[src/rtl/pc_gen_if.sv]
// Fetch-side bundle for pc_gen: control/redirect inputs in, registered PC and RAS occupancy out.
// The master drives the controls; the slave (pc_gen) owns pc_out and ras_count.
interface pc_gen_if #(
    parameter int XLEN      = 32,
    parameter int RAS_DEPTH = 4
);
    localparam int CW = $clog2(RAS_DEPTH + 1);

    logic            stall;
    logic            trap;
    logic [XLEN-1:0] trap_vec;
    logic            redirect;
    logic [XLEN-1:0] redirect_pc;
    logic            is_compressed;
    logic            fetch_call;
    logic            fetch_ret;
    logic [XLEN-1:0] pc_out;
    logic [CW-1:0]   ras_count;

    modport master (
        output stall, trap, trap_vec, redirect, redirect_pc,
        output is_compressed, fetch_call, fetch_ret,
        input  pc_out, ras_count
    );

    modport slave (
        input  stall, trap, trap_vec, redirect, redirect_pc,
        input  is_compressed, fetch_call, fetch_ret,
        output pc_out, ras_count
    );
endinterface

[src/rtl/pc_gen.sv]
// Fetch program-counter generator: +2/+4 sequential advance, trap/redirect override, optional
// return-address stack enabled by defining PC_RAS_EN (default build has no RAS, ras_count tied to 0).
module pc_gen #(
    parameter int              XLEN      = 32,
    parameter logic [XLEN-1:0] RESET_VEC = '0,
    parameter int              RAS_DEPTH = 4
) (
    input logic     clk,
    input logic     rst,
    pc_gen_if.slave bus
);
    localparam int CW = $clog2(RAS_DEPTH + 1);

    logic [XLEN-1:0] pc_q, pc_d;
    logic [XLEN-1:0] step;
    logic [XLEN-1:0] seq_pc;

    assign step   = bus.is_compressed ? XLEN'(2) : XLEN'(4);
    assign seq_pc = pc_q + step;

`ifdef PC_RAS_EN
    localparam int PW = $clog2(RAS_DEPTH);

    logic [XLEN-1:0] ras_q [RAS_DEPTH];
    logic [XLEN-1:0] ras_d [RAS_DEPTH];
    logic [PW-1:0]   ptr_q, ptr_d, ptr_inc, ptr_dec;
    logic [CW-1:0]   cnt_q, cnt_d;
    logic            has_entry;

    // Explicit wrap so non-power-of-two depths stay inside the array.
    assign ptr_inc   = (ptr_q == PW'(RAS_DEPTH - 1)) ? '0 : ptr_q + 1'b1;
    assign ptr_dec   = (ptr_q == '0) ? PW'(RAS_DEPTH - 1) : ptr_q - 1'b1;
    assign has_entry = (cnt_q != '0);

    always_comb begin
        pc_d  = pc_q;
        ras_d = ras_q;
        ptr_d = ptr_q;
        cnt_d = cnt_q;
        if (bus.trap) begin
            pc_d = {bus.trap_vec[XLEN-1:1], 1'b0};
        end else if (bus.redirect) begin
            pc_d = {bus.redirect_pc[XLEN-1:1], 1'b0};
        end else if (!bus.stall) begin
            pc_d = seq_pc;
            if (bus.fetch_call && bus.fetch_ret && has_entry) begin
                // Co-routine swap: jump to the saved address and replace it with our own.
                pc_d         = ras_q[ptr_q];
                ras_d[ptr_q] = seq_pc;
            end else if (bus.fetch_call) begin
                ras_d[ptr_inc] = seq_pc;
                ptr_d          = ptr_inc;
                if (cnt_q != CW'(RAS_DEPTH)) cnt_d = cnt_q + 1'b1;
            end else if (bus.fetch_ret && has_entry) begin
                pc_d  = ras_q[ptr_q];
                ptr_d = ptr_dec;
                cnt_d = cnt_q - 1'b1;
            end
        end
    end

    always_ff @(posedge clk) begin
        if (rst) begin
            pc_q  <= RESET_VEC;
            ptr_q <= '0;
            cnt_q <= '0;
        end else begin
            pc_q  <= pc_d;
            ptr_q <= ptr_d;
            cnt_q <= cnt_d;
        end
    end

    // Stack contents survive reset; only the occupancy is cleared.
    always_ff @(posedge clk) begin
        if (!rst) ras_q <= ras_d;
    end

    assign bus.ras_count = cnt_q;
`else
    logic unused_ras_inputs;
    assign unused_ras_inputs = bus.fetch_call ^ bus.fetch_ret;

    always_comb begin
        pc_d = pc_q;
        if (bus.trap) begin
            pc_d = {bus.trap_vec[XLEN-1:1], 1'b0};
        end else if (bus.redirect) begin
            pc_d = {bus.redirect_pc[XLEN-1:1], 1'b0};
        end else if (!bus.stall) begin
            pc_d = seq_pc;
        end
    end

    always_ff @(posedge clk) begin
        if (rst) pc_q <= RESET_VEC;
        else     pc_q <= pc_d;
    end

    assign bus.ras_count = '0;
`endif

    assign bus.pc_out = pc_q;
endmodule
[src/flat_wrapper.sv]
// flat-port wrapper written by rule: the top's interface ports become plain ports
module pc_gen_flat 
#(
    parameter int              XLEN      = 32,
    parameter logic [XLEN-1:0] RESET_VEC = '0,
    parameter int              RAS_DEPTH = 4
)
  (clk, rst, bus_stall, bus_trap, bus_trap_vec, bus_redirect, bus_redirect_pc, bus_is_compressed, bus_fetch_call, bus_fetch_ret, bus_pc_out, bus_ras_count);
  pc_gen_if #(.XLEN(XLEN), .RAS_DEPTH(RAS_DEPTH)) bus_i ();
  input logic clk;
  input logic rst;
  input wire logic [$bits(bus_i.stall)-1:0] bus_stall;
  input wire logic [$bits(bus_i.trap)-1:0] bus_trap;
  input wire logic [$bits(bus_i.trap_vec)-1:0] bus_trap_vec;
  input wire logic [$bits(bus_i.redirect)-1:0] bus_redirect;
  input wire logic [$bits(bus_i.redirect_pc)-1:0] bus_redirect_pc;
  input wire logic [$bits(bus_i.is_compressed)-1:0] bus_is_compressed;
  input wire logic [$bits(bus_i.fetch_call)-1:0] bus_fetch_call;
  input wire logic [$bits(bus_i.fetch_ret)-1:0] bus_fetch_ret;
  output wire logic [$bits(bus_i.pc_out)-1:0] bus_pc_out;
  output wire logic [$bits(bus_i.ras_count)-1:0] bus_ras_count;
  assign bus_i.stall = bus_stall;
  assign bus_i.trap = bus_trap;
  assign bus_i.trap_vec = bus_trap_vec;
  assign bus_i.redirect = bus_redirect;
  assign bus_i.redirect_pc = bus_redirect_pc;
  assign bus_i.is_compressed = bus_is_compressed;
  assign bus_i.fetch_call = bus_fetch_call;
  assign bus_i.fetch_ret = bus_fetch_ret;
  assign bus_pc_out = bus_i.pc_out;
  assign bus_ras_count = bus_i.ras_count;
  pc_gen #(.XLEN(XLEN), .RESET_VEC(RESET_VEC), .RAS_DEPTH(RAS_DEPTH)) u_core (.clk(clk), .rst(rst), .bus(bus_i));
endmodule
[config.mk]
export PLATFORM = sky130hd
export DESIGN_NAME = pc_gen_flat
export DESIGN_NICKNAME = d
export VERILOG_FILES = /design/src/rtl/pc_gen_if.sv /design/src/rtl/pc_gen.sv /design/src/flat_wrapper.sv
export SDC_FILE = /design/constraint.sdc
export NUM_CORES = 1
export LEC_CHECK = 0
export CORE_AREA = 2 2 88 65
export CTS_BUF_LIST = sky130_fd_sc_hd__clkbuf_4
export CTS_CLUSTER_DIAMETER = 60
export DETAILED_ROUTE_END_ITERATION = 8
export DIE_AREA = 0 0 90 67
export PLACE_DENSITY = 0.87
export REMOVE_ABC_BUFFERS = 1
export SLEW_MARGIN = 5
export SYNTH_ARGS = -nofsm -noshare
export SYNTH_HDL_FRONTEND = slang
export SYNTH_SLANG_ARGS = --single-unit
[constraint.sdc]
create_clock -name clk -period 4.9 [get_ports clk]
set_clock_uncertainty 0.2 [all_clocks]
set_input_delay 0.49 -clock clk [delete_from_list [all_inputs] [get_ports clk]]
set_output_delay 0.49 -clock clk [all_outputs]
set_load 0.02 [all_outputs]
**Word-level counts from Yosys, hierarchy flattened**

Index checks and enable logic that the tools add are counted.

- Register bits: 32
- Output and inout port bits: 35

- Add/subtract/negate cells: 1
- Equality and inequality tests: 1
- Mux-type cells: 4
- Reductions and logical operators: 1

Operator list:

| operator | number |
|---|---|
| 2-to-1 mux 32 bit | 3 |
| adder 32 bit | 1 |
| 2-to-1 mux 3 bit | 1 |
| inequality test 3 x 1 -> 1 bit (second input constant) | 1 |
| OR reduction 3 bit | 1 |

**Longest topological paths before layout**

Gate-level depths: netlist of run 1.

- Word-level depth: 5
- Mapped depth: 8
- Gate-level depth less buffers: 8

**Least setup slack after synthesis of run 1**

Ideal clock, no wire load.

- Kind: register -> register
- Start point: reg u_core.pc_q[1], in the netlist u_core.bus.pc_out[1]
- End point: reg u_core.pc_q[13], in the netlist u_core.bus.pc_out[13]
- Arrival: 2224 ps
- Required time: 4621 ps
- Path slack: 2397 ps
- Cell stages (with the launch flop): 9
- Buffers on the path: 0
- Cells stage by stage: dfxtp_1 -> ha_1 -> inv_1 -> fa_1 -> nand4b_4 -> nor3_4 -> xnor2_1 -> a221o_1 -> a211oi_2

- Cells in the longest elaborated chain, start to end: 4

RTL lines:

| item | line | text |
|---|---|---|
| start: declaration | pc_gen.sv:14 | `logic [XLEN-1:0] pc_q, pc_d;` |
| start signal: assignment | pc_gen.sv:97 | `else pc_q <= pc_d;` |
| adder 32 bit | pc_gen.sv:19 | `assign seq_pc = pc_q + step;` |
| 2-to-1 mux 32 bit | pc_gen.sv:90 | `end else if (!bus.stall) begin` |
| 2-to-1 mux 32 bit | pc_gen.sv:88 | `end else if (bus.redirect) begin` |
| 2-to-1 mux 32 bit | pc_gen.sv:86 | `if (bus.trap) begin` |

No other way between the ends. The select of a mux whose other input is x is not followed.
A chain may end at the register's enable or synchronous reset.

**Worst setup path in the final report of run 1**

- Start point: in bus_is_compressed
- End point: reg u_core.pc_q[21], in the netlist u_core.bus.pc_out[21]

- Cells in the longest elaborated chain, start to end: 5

RTL lines:

| item | line | text |
|---|---|---|
| start: declaration | flat_wrapper.sv:17 | `input wire logic [$bits(bus_i.is_compressed)-1:0] bus_is_compressed;` |
| 2-to-1 mux 3 bit | pc_gen.sv:18 | `assign step = bus.is_compressed ? XLEN'(2) : XLEN'(4);` |
| adder 32 bit | pc_gen.sv:19 |  |
| 2-to-1 mux 32 bit | pc_gen.sv:90 |  |
| 2-to-1 mux 32 bit | pc_gen.sv:88 |  |
| 2-to-1 mux 32 bit | pc_gen.sv:86 |  |

No other way between the ends. The select of a mux whose other input is x is not followed.

==> results of run 1 <==
routing by layer:
metal  wire (um)  part of all wire  vias up  global-route usage
li1            -                 -     1303                   -
met4          60            0.0078        0             0.04423
met5           0                 0        -                   0
met2        3513              0.46      102              0.4154
met3         671             0.088        8             0.08484
met1        3410              0.45     1243              0.3022
layout by cell type (no fill, tap or decap), types with 5 or more instances in the layout:
cell type	Yosys	final
buf_4	4	5
o211ai_1	5	5
a22oi_1	7	7
nor2b_1	6	6
clkdlybuf4s50_1	0	98
nand3b_1	7	7
a221o_1	7	7
inv_1	14	14
nand4_1	11	11
xnor2_1	9	9
and3_1	5	5
nor3_1	6	6
clkbuf_4	0	5
mux2i_1	6	6
xor2_1	10	10
o21ai_0	12	12
dfxtp_1	31	31
nor2_1	20	20
a211oi_1	5	5
nand2_1	30	30
o22ai_1	11	11
nand3_1	9	9
a21oi_1	25	25
synthesized netlist by cell type (2+ instances only):
master / number / area, um2
a211oi_2: 2 / 25.02
nand3_2: 3 / 30.03
xnor2_1: 9 / 78.83
nand3_1: 9 / 45.04
o211ai_1: 5 / 37.54
clkbuf_1: 17 / 63.81
a221o_1: 7 / 70.07
o221ai_1: 3 / 26.28
a22oi_1: 7 / 52.55
mux2i_1: 6 / 60.06
dfxtp_1: 31 / 620.6
nor4_1: 2 / 12.51
and4_1: 2 / 17.52
o22ai_1: 11 / 68.82
buf_4: 4 / 30.03
nor3_1: 6 / 30.03
nor2_1: 20 / 75.07
a31oi_1: 2 / 12.51
nand2b_1: 2 / 12.51
inv_1: 14 / 52.55
a21oi_1: 25 / 125.1
and3_1: 5 / 31.28
nand4_1: 11 / 68.82
ha_1: 2 / 25.02
buf_1: 2 / 7.510
a211oi_1: 5 / 37.54
o21ai_0: 12 / 60.06
and2_1: 2 / 12.51
xor2_1: 10 / 87.58
nand2_1: 30 / 112.6
or3_1: 2 / 12.51
nand3b_1: 7 / 52.55
nor2b_1: 6 / 37.54
worst paths after layout:
check                  startpoint               endpoint  slack [ns]
max             bus_is_compressed  u_core.bus.pc_out[21]        1.83
min          u_core.bus.pc_out[1]   u_core.bus.pc_out[1]        0.30
max reg2reg  u_core.bus.pc_out[1]  u_core.bus.pc_out[21]        2.15
min reg2reg  u_core.bus.pc_out[1]   u_core.bus.pc_out[1]        0.30
kinds of logic (layout without fill, tap and decap cells):
kind of cell             count (synthesis)  in the layout  synth area share
AND/OR/NAND/NOR                        115            115            0.2812
AO/OA/AOI/OAI                           89             89            0.2579
buffers and inverters                   39            126           0.06911
flip-flops                              31             31            0.2637
XOR/XNOR                                19             19           0.07071
multiplexers                             8              8           0.03668
adder cells (fa/ha/maj)                  3              3           0.01914
other                                    1              4          0.001593
worst max-delay path, delay by kind of cell:
| kind | cells | cell delay, ns |
|---|---|---|
| simple gates | 2 | 0.62 |
| fa+ha+maj | 2 | 0.60 |
| buf+inv | 2 | 0.59 |
| compound gates | 3 | 0.77 |
metrics by stage:
stage                     utilization  cell area, um2  hold WS, ns
after global routing           0.6725            3443       0.3206
final                          0.6725            3443       0.2959
after global placement         0.6576            3367       0.2567
after detailed placement       0.6576            3367       0.2764
after floorplan                     -            2258       0.3391
after CTS                      0.6725            3443       0.2935
final cells by class:
type | instances | share of cell area
Clock buffer | 5 | 0.01090
Clock inverter | 3 | 0.01126
Inverter | 15 | 0.01635
Multi-Input combinational cell | 238 | 0.4593
Sequential cell | 31 | 0.1802
Tap cell | 72 | 0.02616
Timing Repair Buffer | 103 | 0.2958
power breakdown:
part           switching [mW]  internal, mW  leakage (nW)
clock                  0.0939         0.105        0.0426
sequential             0.0300         0.271         0.257
combinational           0.105         0.123         0.976
total                   0.229         0.500          1.28
==> out/results.tsv, run 1 <==
stage	metric	value	unit
place	portBuffers	98	
logic_synthesis	netlist_area	0.002354	mm2
status	status	completed	
sta	rsz0062_at_grt	no	
drt	first_iter_violations	158	
place	dp_hpwl	5592	um
sta	fmax	325.6	MHz
place	dp_cells	459	
worst_setup_path	worstPathCellList	clkdlybuf4s50_1 > ha_1 > inv_1 > fa_1 > nand4b_4 > nor3_1 > a31oi_1 > a31o_1 > a2111oi_0	
drt	ant_nets	0	
layout	multi_input_area	0.001582	mm2
logic_synthesis	yosys_warnings	0	
global_routing	antenna_found_initial	0	
layout	nNetsFinal	469	
place	post-place-ws	1.524	ns
clock_tree	ctsHoldBuffers	0	
sta	drv_slew	0	
pwr	powerDensity	211.5	mW/mm2
sta	worst_pin_slew	0.8399	ns
clock_tree	cts_tree	yes	
clock_tree	clkLatencyLatePin	0.33	ns
die	die_w	90	um
pwr	max-vdd-ir-drop	0.0001438	V
global_routing	grt_pass1_vias	2495	
sta	relSlewSlack	0.4383	
layout	largest_reg_flops	31	
clock_tree	cts-buffers-inserted	5	
layout	fillers	447	
die	io_pins	107	
worst_setup_path	slowest_stage	clkdlybuf4s50_1	
hold_path	hold_class	reg -> reg	
global_routing	grt_overflow_total	0	
worst_setup_path	startpoint_type	input pin	
logic_synthesis	synthCells	305	
worst_setup_path	cp_slowest_stage_delay	0.53	ns
logic_synthesis	synth_seq_area_share	0.2637	
drt	drt-total-wl	7656	um
sta	finalCritPeriodShare	0.6269	
run	maxCapViolations	0	
hold_path	hold_depth	2	
clock_tree	cts_resized	0	
layout	seqCellArea	620.6	um2
clock_tree	cts.sinks	31	
logic_synthesis	avgSynthCellArea	7.716	um2
worst_setup_path	path_max_fanout	7	
logic_synthesis	synthArstFlopShare	0	
drt	post_drt_via_cell_ratio	5.687	
worst_setup_path	crit_required	4.90	ns
sta	layout_setup_ws	1.828	ns
layout	layout-drive-gt1-share	0.06582	
drt	dr.pass1.iters	4	
die	die_h	67	um
layout	syn2layout_area_growth	46.31	%
clock_tree	post_cts_buffers	0	
clock_tree	clock_path_buffers	2	
clock_tree	htree_levels	2	
place	gp_congestion	0.8837	
layout	fin_cells	467	
die	rows	22	
sta	period_needed	3.072	ns
die	core-area	0.005120	mm2
die	initial_core_util	0.4597	
drt	vias	2656	
global_routing	grt_pass1_wl	11820	um
worst_setup_path	critPathCaptureType	flop	
global_routing	track_usage	0.2432	
logic_synthesis	synthFlopType	dfxtp_1	
logic_synthesis	synth-seq-cells	31	
logic_synthesis	synth_edf_count	0	
sta	finalHoldViolations	0	
global_routing	grt_max_degree	30	
layout	antenna_cells	0	
worst_setup_path	rr_worst_depth	8	
worst_setup_path	path_class	in -> reg	
drt	wire_per_inst	16.39	um
sta	finalSetupViolCount	0	
logic_synthesis	synthDistinctLibCells	57	
die	fp.dieArea	0.006030	mm2
sta	fin_setup_tns	0	ns
clock_tree	path_clk_slew	0.11	ns
pwr	power.total	0.7282	mW
pwr	leakage	1.276	nW
clock_tree	root_buffer	clkbuf_4	
worst_setup_path	cp.arrival	3.08	ns
drt	drc	0	
Note: power is estimated with default switching activity, not from simulation.
==> run 2, diff against run 1 <==
CORE_AREA = 2 2 92 67   (was 2 2 88 65)
DIE_AREA = 0 0 94 69   (was 0 0 90 67)
PLACE_DENSITY = 0.81   (was 0.87)
clock period = 3 ns   (was 4.9 ns; I/O delays follow)
==> run 2 against run 1 <==
Hold slack is essentially flat. Combinational power grew 67%. Clock-buffer cell count is the same. Utilization shrank 4.9 points. Cell area grew 1.6%. Clock power grew 18%. Total power grew 52%. Via count grew 1.3%. Non-clock buffer count grew 11. Sequential share of layout area shrank 0.29 points. Critical path type unchanged.
==> out/results.tsv, run 2 (synthesis results as in run 1) <==
stage	metric	value	unit	change
global_routing	grt_pass1_wl	12590	um	was 11820 um
run	maxCapViolations	0		unchanged
die	die_h	69	um	was 67 um
clock_tree	cts-buffers-inserted	5		unchanged
layout	largest_reg_flops	31		unchanged
global_routing	track_usage	0.2370		was 0.2432
worst_setup_path	path_max_fanout	7		unchanged
place	gp_congestion	0.8995		was 0.8837
worst_setup_path	r2r-end	u_core.bus.pc_out[21]		unchanged
clock_tree	cts.sinks	31		unchanged
drt	wire_per_inst	15.75	um	was 16.39 um
pwr	leakage	1.315	nW	was 1.276 nW
clock_tree	path_clk_slew	0.11	ns	about the same
die	io_pins	107		unchanged
sta	worst_pin_slew	0.6543	ns	was 0.8399 ns
clock_tree	post_cts_buffers	0		unchanged
layout	seqCellArea	620.6	um2	unchanged
sta	relSlewSlack	0.5625		was 0.4383
clock_tree	root_buffer	clkbuf_4		unchanged
worst_setup_path	critPathCaptureType	flop		unchanged
worst_setup_path	reg2reg_slack	0.33	ns	was 2.15 ns
worst_setup_path	cp.arrival	2.76	ns	was 3.08 ns
hold_path	hold_depth	2		unchanged
sta	fmax	363.6	MHz	
layout	final_cell_mix	98 x clkdlybuf4s50_1, 31 x dfxtp_1, 30 x nand2_1, 25 x a21oi_1, 20 x nor2_1		unchanged
status	status	completed		unchanged
pwr	powerDensity	316.3	mW/mm2	was 211.5 mW/mm2
layout	nNetsFinal	480		was 469
die	fp.dieArea	0.006486	mm2	was 0.006030 mm2
global_routing	grt_overflow_total	0		unchanged
drt	dr.pass1.iters	4		unchanged
global_routing	grt_busiest_layer	met2		unchanged
die	rows	23		was 22
sta	finalHoldViolations	0		unchanged
pwr	max-vdd-ir-drop	0.0001853	V	was 0.0001438 V
place	portBuffers	98		unchanged
sta	period_needed	2.750	ns	
worst_setup_path	crit_required	3.01	ns	was 4.90 ns
clock_tree	cts_tree	yes		unchanged
hold_path	holdCritStartpoint	u_core.bus.pc_out[1]		unchanged
worst_setup_path	rr_worst_depth	8		unchanged
sta	rsz0062_at_grt	no		unchanged
layout	syn2layout_area_growth	48.70	%	was 46.31%
drt	drc	0		unchanged
drt	post_drt_via_cell_ratio	5.604		was 5.687
drt	vias	2690		was 2656
place	dp_hpwl	5717	um	was 5592 um
sta	finalSetupViolCount	0		unchanged
global_routing	met2_usage	0.3762		was 0.4154
sta	timing.hold.ws	0.2954	ns	was 0.2959 ns
global_routing	grt_use_met1	0.3185		was 0.3022
die	die_w	94	um	was 90 um
layout	multi_input_area	0.001582	mm2	unchanged
hold_path	hold_class	reg -> reg		unchanged
drt	ant_nets	0		unchanged
sta	finalCritPeriodShare	0.9168		
layout	layout-drive-gt1-share	0.08889		was 0.06582
layout	antenna_cells	0		unchanged
worst_setup_path	path_class	in -> reg		unchanged
layout	final_common_cell	clkdlybuf4s50_1		unchanged
die	initial_core_util	0.4194		was 0.4597
clock_tree	cts_resized	0		unchanged
sta	drv_slew	0		unchanged
clock_tree	clkLatencyLatePin	0.33	ns	about the same
clock_tree	htree_levels	2		unchanged
place	post-place-ws	-0.07176	ns	was 1.524 ns
worst_setup_path	r2r-start	u_core.bus.pc_out[1]		unchanged
die	core-area	0.005612	mm2	was 0.005120 mm2
hold_path	whs_endpoint	u_core.bus.pc_out[1]		unchanged
worst_setup_path	startpoint_type	input pin		unchanged
layout	fillers	512		was 447
global_routing	grtUsageMet3	0.07322		was 0.08484
global_routing	antenna_found_initial	0		unchanged
global_routing	grt_pass1_vias	2630		was 2495
drt	drt-total-wl	7562	um	was 7656 um
sta	layout_setup_ws	0.2496	ns	was 1.828 ns
clock_tree	ctsHoldBuffers	0		unchanged
drt	first_iter_violations	171		was 158
global_routing	grt_max_degree	25		was 30
clock_tree	clock_path_buffers	2		unchanged
[run 2: cell types whose count changed in the layout (fill, tap and decap cells not counted)]
| cell | before | now |
|---|---|---|
| buf_4 | 5 | 16 |
| bufinv_16 | 1 | 0 |
[run 2: stage by stage]
stage	std cells	instance area [um2]	util	setup TNS (ns)	power (mW)
floorplan	284	2258	-	0	0.6531
global placement	473	3453	0.6154	0	0.8714
detailed placement	473	3453	0.6154	-0.07176	0.8800
CTS	480	3500	0.6236	0	1.113
global route	480	3500	0.6236	0	1.173
finish	480	3500	0.6236	0	1.107
[run 2: final cells by class]
cell class,count,area share
Clock inverter,2,0.002503
Timing Repair Buffer,114,0.3146
Multi-Input combinational cell,238,0.4519
Sequential cell,31,0.1773
Inverter,15,0.01609
Tap cell,75,0.02681
Clock buffer,5,0.01073
[run 2: how the worst max path moves through the flow]
| stage | start | depth (start not counted) | slack (ns) | to |
|---|---|---|---|---|
| after global placement | bus_is_compressed | 9 | 0.09 | u_core.bus.pc_out[21] |
| after CTS | bus_is_compressed | 9 | 0.29 | u_core.bus.pc_out[21] |
| after floorplan | u_core.bus.pc_out[1] | 8 | 0.50 | u_core.bus.pc_out[13] |
| after global routing | bus_is_compressed | 9 | 0.06 | u_core.bus.pc_out[21] |
| after detailed placement | bus_is_compressed | 9 | -0.07 | u_core.bus.pc_out[21] |
| final | bus_is_compressed | 9 | 0.25 | u_core.bus.pc_out[21] |
[run 2: critical path: stages]
cell and delay [ns]:
clkdlybuf4s50_1 0.49, ha_1 0.17, inv_1 0.06, fa_1 0.39, nand4b_4 0.27, nor3_1 0.37
a31oi_1 0.13, a31o_1 0.19, a2111oi_0 0.39
[run 2: layer usage]
metal / share of wire / wire (um)
met2: 0.45 / 3417
met5: 0 / 0
met3: 0.087 / 659
met4: 0.0054 / 41
met1: 0.46 / 3444
[run 2: power breakdown]
part           switching, mW  total [mW]  leakage [nW]  internal, mW
clock                  0.152       0.235        0.0285        0.0831
sequential            0.0482       0.491         0.257         0.443
combinational          0.171       0.381          1.03         0.210
